File: config.mk
export PLATFORM = sky130hd
export DESIGN_NAME = ram_port_arbiter
export DESIGN_NICKNAME = d
export VERILOG_FILES = /design/src/rtl/ram_port_arbiter.sv
export SDC_FILE = /design/constraint.sdc
export NUM_CORES = 1
export LEC_CHECK = 0
export CAP_MARGIN = 30
export CORE_MARGIN = 2
export CORE_UTILIZATION = 35
export CTS_BUF_LIST = sky130_fd_sc_hd__clkbuf_4 sky130_fd_sc_hd__clkbuf_8
export CTS_CLUSTER_SIZE = 24
export DETAILED_ROUTE_END_ITERATION = 8
export PLACE_DENSITY = 0.78
export SKIP_CTS_REPAIR_TIMING = 1
export SYNTH_ARGS = -nofsm -noshare
export SYNTH_HDL_FRONTEND = slang
export SYNTH_SLANG_ARGS = --single-unit
File: constraint.sdc
create_clock -name clk -period 2.98 [get_ports clk]
set_input_delay 0.298 -clock clk [delete_from_list [all_inputs] [get_ports clk]]
set_output_delay 0.298 -clock clk [all_outputs]
set_load 0.005 [all_outputs]
File: src/rtl/ram_port_arbiter.sv
// ram_port_arbiter: round-robin arbiter sharing one PSRAM data port between
// the CPU data path (m0) and a secondary master (m1). One strobe per access,
// completion on ram_ready, and a watchdog that force-completes stuck accesses.
module ram_port_arbiter #(
  parameter int ADDR_W  = 32,
  parameter int DATA_W  = 32,
  parameter int TIMEOUT = 1023
) (
  input  logic                  clk,
  input  logic                  reset,
  input  logic                  m0_req,
  input  logic                  m0_wen,
  input  logic [ADDR_W-1:0]     m0_addr,
  input  logic [DATA_W-1:0]     m0_wdata,
  input  logic [DATA_W/8-1:0]   m0_be,
  output logic [DATA_W-1:0]     m0_rdata,
  output logic                  m0_done,
  output logic                  m0_err,
  input  logic                  m1_req,
  input  logic                  m1_wen,
  input  logic [ADDR_W-1:0]     m1_addr,
  input  logic [DATA_W-1:0]     m1_wdata,
  input  logic [DATA_W/8-1:0]   m1_be,
  output logic [DATA_W-1:0]     m1_rdata,
  output logic                  m1_done,
  output logic                  m1_err,
  output logic                  ram_ren,
  output logic                  ram_wen,
  output logic [ADDR_W-1:0]     ram_addr,
  output logic [DATA_W-1:0]     ram_wdata,
  output logic [DATA_W/8-1:0]   ram_be,
  input  logic [DATA_W-1:0]     ram_rdata,
  input  logic                  ram_ready,
  output logic [1:0]            gnt
);

  localparam int CNT_W = $clog2(TIMEOUT + 1);

  typedef enum logic [1:0] {IDLE, ISSUE, WAIT, DONE} state_t;

  state_t             state;
  state_t             state_nx;
  logic               last_grant;  // 0 = m0 served last, 1 = m1 served last
  logic               owner;       // port owning the current access
  logic               wen_q;
  logic               err_q;
  logic [CNT_W-1:0]   cnt;

  logic               grant_go;
  logic               grant_sel;
  logic               rd_ok;
  logic               tmo;

  // Arbitration decision and WAIT exit conditions.
  // cnt is zero only in the first WAIT cycle, where ram_ready is still stale.
  always_comb begin
    grant_go  = ram_ready & (m0_req | m1_req);
    grant_sel = (m0_req & m1_req) ? ~last_grant : m1_req;
    rd_ok     = (cnt != '0) & ram_ready;
    tmo       = (cnt == CNT_W'(TIMEOUT - 1));
  end

  // State register.
  always_ff @(posedge clk or negedge reset) begin
    if (!reset) state <= IDLE;
    else        state <= state_nx;
  end

  // Next-state logic; DONE always returns to IDLE so accesses are separated.
  always_comb begin
    state_nx = state;
    unique case (state)
      IDLE:    if (grant_go) state_nx = ISSUE;
      ISSUE:   state_nx = WAIT;
      WAIT:    if (rd_ok || tmo) state_nx = DONE;
      DONE:    state_nx = IDLE;
      default: state_nx = IDLE;
    endcase
  end

  // Command latch, round-robin pointer, watchdog counter and read-data capture.
  always_ff @(posedge clk or negedge reset) begin
    if (!reset) begin
      last_grant <= 1'b1;
      owner      <= 1'b0;
      wen_q      <= 1'b0;
      err_q      <= 1'b0;
      cnt        <= '0;
      ram_addr   <= '0;
      ram_wdata  <= '0;
      ram_be     <= '0;
      m0_rdata   <= '0;
      m1_rdata   <= '0;
    end else begin
      unique case (state)
        IDLE: begin
          if (grant_go) begin
            owner      <= grant_sel;
            last_grant <= grant_sel;
            err_q      <= 1'b0;
            wen_q      <= grant_sel ? m1_wen   : m0_wen;
            ram_addr   <= grant_sel ? m1_addr  : m0_addr;
            ram_wdata  <= grant_sel ? m1_wdata : m0_wdata;
            ram_be     <= grant_sel ? m1_be    : m0_be;
          end
        end
        ISSUE: cnt <= '0;
        WAIT: begin
          cnt <= cnt + CNT_W'(1);
          if (rd_ok) begin
            if (!wen_q) begin
              if (owner) m1_rdata <= ram_rdata;
              else       m0_rdata <= ram_rdata;
            end
          end else if (tmo) begin
            err_q <= 1'b1;
          end
        end
        default: ;
      endcase
    end
  end

  // Outputs decoded from state: strobes in ISSUE, done/err in DONE, gnt while busy.
  always_comb begin
    ram_ren = (state == ISSUE) & ~wen_q;
    ram_wen = (state == ISSUE) &  wen_q;
    m0_done = (state == DONE) & ~owner;
    m1_done = (state == DONE) &  owner;
    m0_err  = m0_done & err_q;
    m1_err  = m1_done & err_q;
    gnt     = (state == IDLE) ? 2'b00 : (owner ? 2'b10 : 2'b01);
  end

endmodule

# --- Yosys cells after proc, flatten, opt, wreduce, memory -nomap -nowiden ---
# Cells that the tools add are included.
classes:
  bitwise_logic: 13
  eq_ne: 8
  n_addsub: 1
  reduce_logical: 10
  n_mux: 15
ops:
  columns: ["operator", "count"]
  rows:
  - ["$mux 32", 2]
  - ["$pmux 10 s2", 1]
  - ["$reduce_and 4->1", 3]
  - ["$add 10x1->10 const B", 1]
  - ["$eq 10x10->1 const B", 1]
  - ["$reduce_bool 10->1", 1]
  - ["$and 1x1->1", 9]
  - ["$mux 2", 4]
  - ["$ne 2x2->1 const B", 4]
  - ["$pmux 2 s4", 1]
  - ["$mux 1", 5]
  - ["$eq 2x2->1 const B", 2]
  - ["$mux 4", 1]
  - ["$reduce_and 2->1", 2]
  - ["$reduce_bool 2->1", 2]
  - ["$not 1->1", 3]
  - ["$eq 2x1->1 const B", 1]
  - ["$logic_not 2->1", 1]
  - ["$pmux 1 s2", 1]
  - ["$logic_or 1x1->1", 1]
  - ["$or 1x1->1", 1]
word_totals:
  regBits: 148
  wordCells: 58

# --- Longest topological paths before layout ---
# Gate-level depths: netlist (run 1).
logic_depth:
  ltp_word: 5
  depth_mapped: 8

# --- Worst setup path after synthesis (run 1) ---
# No wires, ideal clock.
synth_path:
  path_type: "register to register"
  startpoint: "register cnt[0]"
  endpoint: "register m0_rdata[0]"
  stages_incl_launch_ff: 9
  slack_ps: 689
  path_buffers: 2
  arrival_time_ps: 2167
  path_cell_list: "dfrtp_1 -> inv_1 -> ha_1 -> or4b_4 -> o41ai_4 -> or4_1 -> buf_6 -> buf_6 -> mux2_2"
synth_between:
  elab_chain_len: 3
synth_rtl:
  columns: ["element", "line_no", "text"]
  rows:
  - ["start, declared", "47", "logic [CNT_W-1:0] cnt;"]
  - ["start signal, assigned", "109", "cnt <= cnt + CNT_W'(1);"]
  - ["$reduce_bool 10->1", "59", "rd_ok = (cnt != '0) & ram_ready;"]
  - ["$and 1x1->1", "59", null]
  - ["$reduce_and 4->1 (no line)", null, null]
  - ["end signal, assigned", "113", "else m0_rdata <= ram_rdata;"]
  - ["end, declared", "16", "output logic [DATA_W-1:0] m0_rdata,"]
# Every way passes these cells.
# A chain may end at the register's enable or synchronous reset.

# --- Worst setup path after layout (run 1) ---
layout_path:
  startpoint: "register cnt[0]"
  endpoint: "register m0_rdata[20]"
# Same word-level chain as after synthesis.

==> results of run 1 <==
state kept, by name, indices dropped and copies added, names as in the netlist:
register,flops
owner,1
cnt,10
ram_addr,32
ram_be,4
ram_wdata,32
m1_rdata,32
err_q,1
m0_rdata,32
state,2
last_grant,1
wen_q,1
through the flow:
stage	cells	power, mW	hold slack, ps	setup WS (ps)	area [sq um]
after detailed placement	1061	7.27	272	474	9930
final	1094	8.67	375	456	10300
after floorplan	531	4.74	2.41	689	6460
after global routing	1094	9.26	372	384	10300
after global placement	1061	7.15	271	545	9930
after CTS	1093	8.80	-220	465	10300
path summary, 6_finish.rpt:
check	endpoint	cells after the start
setup / recovery	m0_rdata[20]	7
hold / removal	m1_rdata[6]	2
setup reg to reg	m0_rdata[20]	7
hold reg to reg	ram_wdata[1]	2
max in group asynchronous	ram_addr[27]	3
min in group clk	ram_wdata[1]	2
per-layer routing:
layer  up-vias  part of all wire
met5         -                 0
met4         0             0.013
met3        16             0.084
met2       230              0.49
met1      2398              0.41
li1       2503                 -
cells by family (layout without fill, tap and decap cells):
kind of cell	count (synthesis)	count (layout)
flip-flops	148	148
adder cells (fa/ha/maj)	7	7
AND/OR/NAND/NOR	104	104
buffers and inverters	39	373
XOR/XNOR	2	2
AO/OA/AOI/OAI	94	94
multiplexers	137	137
where the power goes:
group / internal (mW) / switching (mW)
combinational: 2.40 / 1.39
sequential: 2.89 / 0.486
clock: 0.683 / 0.819
cell type report:
cell class                 count  area [sq um]
tap                          229           287
fill                        1565          7710
clock buffer                  17           234
sequential                   148          3700
timing repair buffer         334          3350
clock inverter                15           144
multi-input combinational    344          2570
inverter                       7          26.3
worst register-to-register path, cell delays in order (launching register included):
cell,delay [ps]
dfrtp_1,420
inv_1,130
ha_1,150
or4b_4,470
o41ai_4,430
or4_1,220
buf_12,220
mux2_2,380
synth_stat cells (2+ instances only):
| master | count | share of area |
|---|---|---|
| dfrtp_1 | 147 | 0.57 |
| o21ai_0 | 81 | 0.063 |
| nand2_1 | 73 | 0.042 |
| mux2i_1 | 71 | 0.11 |
| mux2_2 | 57 | 0.099 |
| clkbuf_1 | 18 | 0.010 |
| mux2_1 | 9 | 0.016 |
| buf_6 | 7 | 0.012 |
| ha_1 | 7 | 0.014 |
| inv_1 | 7 | 0.0041 |
| buf_1 | 6 | 0.0035 |
| nand3_1 | 6 | 0.0047 |
| and3_1 | 5 | 0.0048 |
| nor2_1 | 5 | 0.0029 |
| and2_1 | 4 | 0.0039 |
| nor2b_1 | 3 | 0.0029 |
| a22o_1 | 2 | 0.0027 |
| a31oi_1 | 2 | 0.0019 |
| nand4_1 | 2 | 0.0019 |
| o31ai_1 | 2 | 0.0023 |
| xor2_1 | 2 | 0.0027 |
==> results.tsv, run 1 <==
metric	value	unit
cts.clk_slew.worst_paths	90	ps
tightest_slew	668	ps
yosys_warnings	0	
clock_latency	430	ps
rows	49	
use_met2	0.306	
synthCells	531	
status	complete, no violations	
dp_hpwl	13.6	mm
cp_num_buf_inv	2	
start_util	0.358	
finalSetupViolCount	0	
synth-compound-area-share	0.0812	
syn_area_per_cell	12.2	sq um
final.period_utilization	0.847	
cts_sinks	148	
cts_buffers	17	
rsz0062_at_grt	false	
crit_slowest_cell	or4b_4	
diodes	0	
coreArea	18000	sq um
tns	0	ps
leakage	4.58	nW
synth_flop_cell	dfrtp_1	
htreeDepth	4	
area_growth	59.7	%
criticalPathCategory	flip-flop to flip-flop	
critical-path-max-stage-delay	470	ps
drive_above_1_share	0.132	
final_max_slew_viol_count	0	
cp_max_fo	32	
rrSetupSlack	460	ps
busiest_layer	met2	
die_area	19500	sq um
grt_pass1_wl	27.6	mm
grtUsageMet1	0.217	
dr_total_vias	5147	
nets	1034	
synth_mux_area_frac	0.225	
critical_path_arrival	2840	ps
die_w	140	microns
final_common_cell	clkdlybuf4s50_1	
crit_chain	inv_1 -> ha_1 -> or4b_4 -> o41ai_4 -> or4_1 -> buf_12 -> mux2_2	
cts_max_path_buffers	2	
fin_util	0.572	
syn_nets	713	
drt-total-wl	17.5	mm
seq_area_frac_synth	0.574	
mappedNetlistArea	6460	sq um
hold_class	input port to asynchronous set/reset pin	
synthAdderAreaFrac	0.0136	
async_flop_share	1.00	
drt_first_pass_iters	6	
grt_overflow	0	
vias_per_cell	4.70	
hold_viol	0	
antenna_found_initial	0	
cap_violations	0	
crit_path_start	cnt[0]	
synth.distinct_cells	36	
timing.rr.start	cnt[0]	
io_pins	315	
grt_max_degree	85	
grt_use_met3	0.0557	
cts_tree	built	
synthXorXnorAreaFrac	0.00271	
portBuffers	314	
start_kind	flip-flop	
ys_ff_latch	148	
grt_pass1_vias	5204	
fin_crit	2520	ps
track_usage	0.179	
max_freq	396	MHz
gp_congestion	0.888	
drt_iter0_markers	127	
drc	0	
slew_headroom	0.554	
die_h	140	microns
wire_per_inst	16.0	microns
synth_top_family_by_area	multiplexers	
critPathTopFamily	simple AND/OR/NAND/NOR gates	
yosys.area_share.simple	0.0725	
synth_edf_count	0	
final_cell_mix	clkdlybuf4s50_1, dfrtp_1, o21ai_0	
root_buffer	clkbuf_8	
route.antenna.remaining_nets	0	
cp-end-kind	flip-flop	
required	3290	ps
finClkSkew	8.03	ps
p_per_area	841	nW/um^2
peakVddDrop	0.462	mV
No activity file was read; power rests on OpenSTA's default activity.
==> inputs of run 2 (changes only) <==
Settings changed: PLACE_DENSITY 0.78 to 0.81.
Clock period 2.98 ns to 2.3 ns, I/O delays scaled along.
==> run 2 against run 1 <==
Net effect:
- critical path depth rose by 2
- register-to-register slack got worse by 380 ps
- power rose by 31%
- cell count rose by 1.3%
- highest routed layer unchanged
==> results.tsv, run 2 (synthesis gave the netlist of run 1 again) <==
metric	value	unit	change
grt_pass1_vias	5335		+2.5%
rows	49		unchanged
final_max_slew_viol_count	0		unchanged
final_cell_mix	clkdlybuf4s50_1, dfrtp_1, o21ai_0		
io_pins	315		unchanged
crit_slowest_cell	or4b_4		
finClkSkew	12.6	ps	+4.54 ps
leakage	4.66	nW	+1.6%
final_cells	1108		+1.3%
start_kind	flip-flop		
criticalPathCategory	flip-flop to flip-flop		
tns	0	ps	unchanged
dp_hpwl	13.6	mm	+0.14%
grt_overflow	0		unchanged
wire_per_inst	15.8	microns	-1.3%
antenna_found_initial	0		unchanged
vias_per_cell	4.72		+0.27%
root_buffer	clkbuf_8		
hold_viol	0		unchanged
cts.clk_slew.worst_paths	90	ps	about the same
critical_path_arrival	2550	ps	-290 ps
clock_latency	450	ps	+20 ps
switchingPower	3.57	mW	+33%
cts_max_path_buffers	2		unchanged
drc	0		unchanged
cts_buffers	17		unchanged
final_common_cell	clkdlybuf4s50_1		
pwr-share-clk	0.168		-0.005
area_growth	61.7	%	
design_area	10400	sq um	+1.2%
placed_area	10000	sq um	+1.1%
portBuffers	314		unchanged
switching_share	0.316		+0.00476
finalSetupViolCount	0		unchanged
start_util	0.358		unchanged
tightest_slew	400	ps	-268 ps
gp_congestion	0.829		-6.7%
cp-end-kind	flip-flop		
crit_chain	inv_2 -> ha_1 -> or4b_4 -> o41ai_4 -> buf_4 -> nor4b_4 -> buf_4 -> buf_12 -> mux2_2		
diodes	0		unchanged
slew_headroom	0.734		+0.180
p_int	7.75	mW	+30%
cp_num_buf_inv	4		+2
dr_total_vias	5227		+1.6%
hold_class	input port to asynchronous set/reset pin		
track_usage	0.182		+0.00307
drt_iter0_markers	168		+32%
status	complete, no violations		
p_seq_frac	0.385		-0.005
cts_sinks	148		unchanged
required	2630	ps	-660 ps
drt_first_pass_iters	4		-2
final.period_utilization	0.966		+0.119
cap_violations	0		unchanged
critPathTopFamily	buffers and inverters		
pwr-share-comb	0.446		+0.009
critical-path-max-stage-delay	460	ps	about the same
fin_crit	2220	ps	-301 ps
power	11.3	mW	+31%
route.antenna.remaining_nets	0		unchanged
nets	1048		+1.4%
htreeDepth	4		unchanged
die_area	19500	sq um	unchanged
p_per_area	1080	nW/um^2	+29%
cts_tree	built		
max_freq	450	MHz	+14%
grt_max_degree	59		-31%
peakVddDrop	0.627	mV	+36%
drive_above_1_share	0.148		+0.0161
cp_max_fo	23		-28%
die_w	140	microns	unchanged
die_h	140	microns	unchanged
grt_pass1_wl	28.0	mm	+1.3%
crit_top_cell	buf_4		
drt-total-wl	17.5	mm	about the same
coreArea	18000	sq um	unchanged
dp_cells	1070		+0.85%
run 2: changes by cell type in the layout (fill, tap and decap cells not counted):
cell / before / now
bufinv_16: 1 / 0
inv_2: 0 / 2
clkinv_2: 3 / 2
buf_12: 4 / 7
clkinvlp_4: 2 / 3
inv_6: 6 / 7
clkbuf_8: 17 / 18
clkinv_4: 1 / 0
buf_4: 15 / 26
inv_1: 7 / 5
run 2: power by group through the flow:
stage          registers, mW  logic (mW)  clock network [mW]
5_1_grt                 4.53        5.50                2.09
6_report                4.36        5.05                1.91
4_1_cts                 4.38        5.09                1.97
3_3_place_gp            4.39        4.94                   0
2_1_floorplan           4.46        1.69                   0
3_5_place_dp            4.43        5.08                   0
run 2: layer usage:
layer,vias to the layer above,global-route usage,wire [microns],share of wire
li1,2533,-,-,-
met1,2417,0.220,7100,0.41
met2,245,0.302,8430,0.48
met3,32,0.0637,1430,0.082
met4,0,0.0658,507,0.029
met5,-,0,0,0
run 2: metrics by stage:
step | worst slack (ps) | hold slack (ps) | util
6_report | 77.4 | 270 | 0.579
5_1_grt | -15.9 | 268 | 0.579
4_1_cts | -5.41 | -336 | 0.577
3_5_place_dp | -55.6 | 168 | 0.557
3_3_place_gp | -27.0 | 170 | 0.557
2_1_floorplan | 8.63 | -65.6 | -
run 2: path summary, 6_finish.rpt:
check	start	to	slack, ps	depth (start not counted)
max	cnt[0]	m1_rdata[26]	80	9
min	reset	m0_rdata[4]	270	2
min in group clk	m0_addr[26]	ram_addr[26]	400	3
max reg2reg	cnt[0]	m1_rdata[26]	80	9
max in group asynchronous	reset	last_grant	1340	3
min reg2reg	ram_wdata[22]	ram_wdata[22]	480	2
run 2: area by class of cell:
| type | count | area (sq um) |
|---|---|---|
| fill | 1540 | 7580 |
| sequential | 148 | 3700 |
| timing repair buffer | 348 | 3490 |
| multi-input combinational | 344 | 2570 |
| tap | 229 | 287 |
| clock buffer | 18 | 248 |
| clock inverter | 14 | 116 |
| inverter | 7 | 26.3 |
run 2: worst reg2reg max path: cells and delay by family (launching register included):
kind | cells | cell delay, ps
AO/OA/AOI/OAI | 1 | 230
adder cells (fa/ha/maj) | 1 | 130
buffers and inverters | 4 | 580
flip-flops | 1 | 390
multiplexers | 1 | 290
AND/OR/NAND/NOR | 2 | 500
==> inputs of run 3 (changes only) <==
Settings changed: RECOVER_POWER from default to 100.
==> run 3 against run 2 <==
Net effect:
- non-clock buffer count stayed put
- final area is 0.49% lower
- routed wire length hardly changed
==> results.tsv, run 3 (synthesis gave the netlist of run 1 again) <==
metric	value	unit	change
status	complete, no violations		
cts_sinks	148		unchanged
gp_congestion	0.829		unchanged
fin_util	0.576		-0.00285
criticalPathCategory	flip-flop to flip-flop		
diodes	0		unchanged
switchingPower	3.52	mW	-1.5%
peakVddDrop	0.590	mV	-5.8%
drt-total-wl	17.5	mm	about the same
final_cell_mix	clkdlybuf4s50_1, dfrtp_1, dlygate4sd3_1		
required	2630	ps	about the same
final_common_cell	clkdlybuf4s50_1		
leakage	4.85	nW	+4.1%
hold_viol	0		unchanged
cts_buffers	17		unchanged
rows	49		unchanged
finalSetupViolCount	0		unchanged
htreeDepth	4		unchanged
cp_max_fo	23		unchanged
fin_crit	2230	ps	+4.20 ps
drt_first_pass_iters	4		unchanged
vias_per_cell	4.73		+0.34%
min_from	m0_addr[26]		
p_per_area	1040	nW/um^2	-3.8%
drt_iter0_markers	184		+9.5%
crit_path_start	cnt[0]		
nets	1048		unchanged
cap_violations	0		unchanged
p_int	7.31	mW	-5.6%
tightest_slew	1010	ps	+612 ps
timing.rr.start	cnt[0]		
cts_max_path_buffers	2		unchanged
pwr-share-clk	0.176		+0.008
die_h	140	microns	unchanged
route.antenna.remaining_nets	0		unchanged
p_seq_frac	0.398		+0.013
dp_cells	1070		unchanged
io_pins	315		unchanged
slew_headroom	0.326		-0.408
cts.clk_slew.worst_paths	90	ps	about the same
finClkSkew	11.2	ps	-1.36 ps
dp_hpwl	13.6	mm	unchanged
grt_max_degree	59		unchanged
cts_tree	built		
grt_pass1_vias	5335		unchanged
power	10.8	mW	-4.3%
drc	0		unchanged
final_max_slew_viol_count	0		unchanged
coreArea	18000	sq um	unchanged
final_cells	1108		unchanged
grt_overflow	0		unchanged
start_util	0.358		unchanged
max_freq	449	MHz	-0.19%
wire_per_inst	15.8	microns	about the same
track_usage	0.182		unchanged
hold_class	input port to flip-flop		
grt_pass1_wl	28.0	mm	unchanged
dp_slack	-55.6	ps	unchanged
drive_above_1_share	0.148		unchanged
portBuffers	314		unchanged
switching_share	0.325		+0.00933
area_growth	60.9	%	
critical_path_arrival	2560	ps	about the same
pwr-share-comb	0.426		-0.020
die_w	140	microns	unchanged
cp-end-kind	flip-flop		
antenna_found_initial	0		unchanged
final.period_utilization	0.968		+0.00183
die_area	19500	sq um	unchanged
clock_latency	450	ps	about the same
setup_ws	73.2	ps	-4.20 ps
dr_total_vias	5245		+0.34%
root_buffer	clkbuf_8		
start_kind	flip-flop		
## run 3: cell types whose count changed in the layout (fill, tap and decap cells not counted), sizes merged
cell           change
buf                -6
dlygate4sd3      +134
clkdlybuf4s50    -134
clkbuf             +6
## run 3: area by class of cell
| class | count | area [sq um] |
|---|---|---|
| clock buffer | 18 | 248 |
| timing repair buffer | 348 | 3440 |
| tap | 229 | 287 |
| clock inverter | 14 | 116 |
| multi-input combinational | 344 | 2570 |
| fill | 1547 | 7630 |
| inverter | 7 | 26.3 |
| sequential | 148 | 3700 |
## run 3: routing by layer
metal / track usage / part of all wire
met2: 0.302 / 0.48
met1: 0.220 / 0.41
met5: 0 / 0
met3: 0.0637 / 0.083
met4: 0.0658 / 0.029
## run 3: worst max-delay path, cell delays in order (launching register included)
cell	delay (ps)
dfrtp_1	390
inv_2	70
ha_1	130
or4b_4	460
o41ai_4	230
buf_4	180
nor4b_4	40
buf_4	170
buf_12	160
mux2_2	280
## run 3: power by group through the flow
stage	Sequential, mW	Clock, mW	Combinational [mW]
after global routing	4.48	2.09	5.06
final	4.31	1.91	4.61
after detailed placement	4.43	0	5.08
after floorplan	4.46	0	1.69
after CTS	4.38	1.97	5.09
after global placement	4.39	0	4.94
## run 3: final timing paths
path	endpoint	slack, ps	cells past startpoint
min in group asynchronous	m0_rdata[4]	500	2
max	m1_rdata[26]	70	9
min	ram_addr[26]	400	3
max in group asynchronous	ram_addr[28]	350	3
min reg2reg	ram_wdata[0]	480	2
max reg2reg	m1_rdata[26]	70	9
## run 3: metrics by stage
| stage | setup TNS, ps | hold WS (ps) | cell area (sq um) |
|---|---|---|---|
| after detailed placement | -1070 | 168 | 10000 |
| after global placement | -571 | 170 | 10000 |
| final | 0 | 400 | 10400 |
| after floorplan | 0 | -65.6 | 6460 |
| after CTS | -14.7 | -336 | 10400 |
| after global routing | -95.9 | 380 | 10400 |
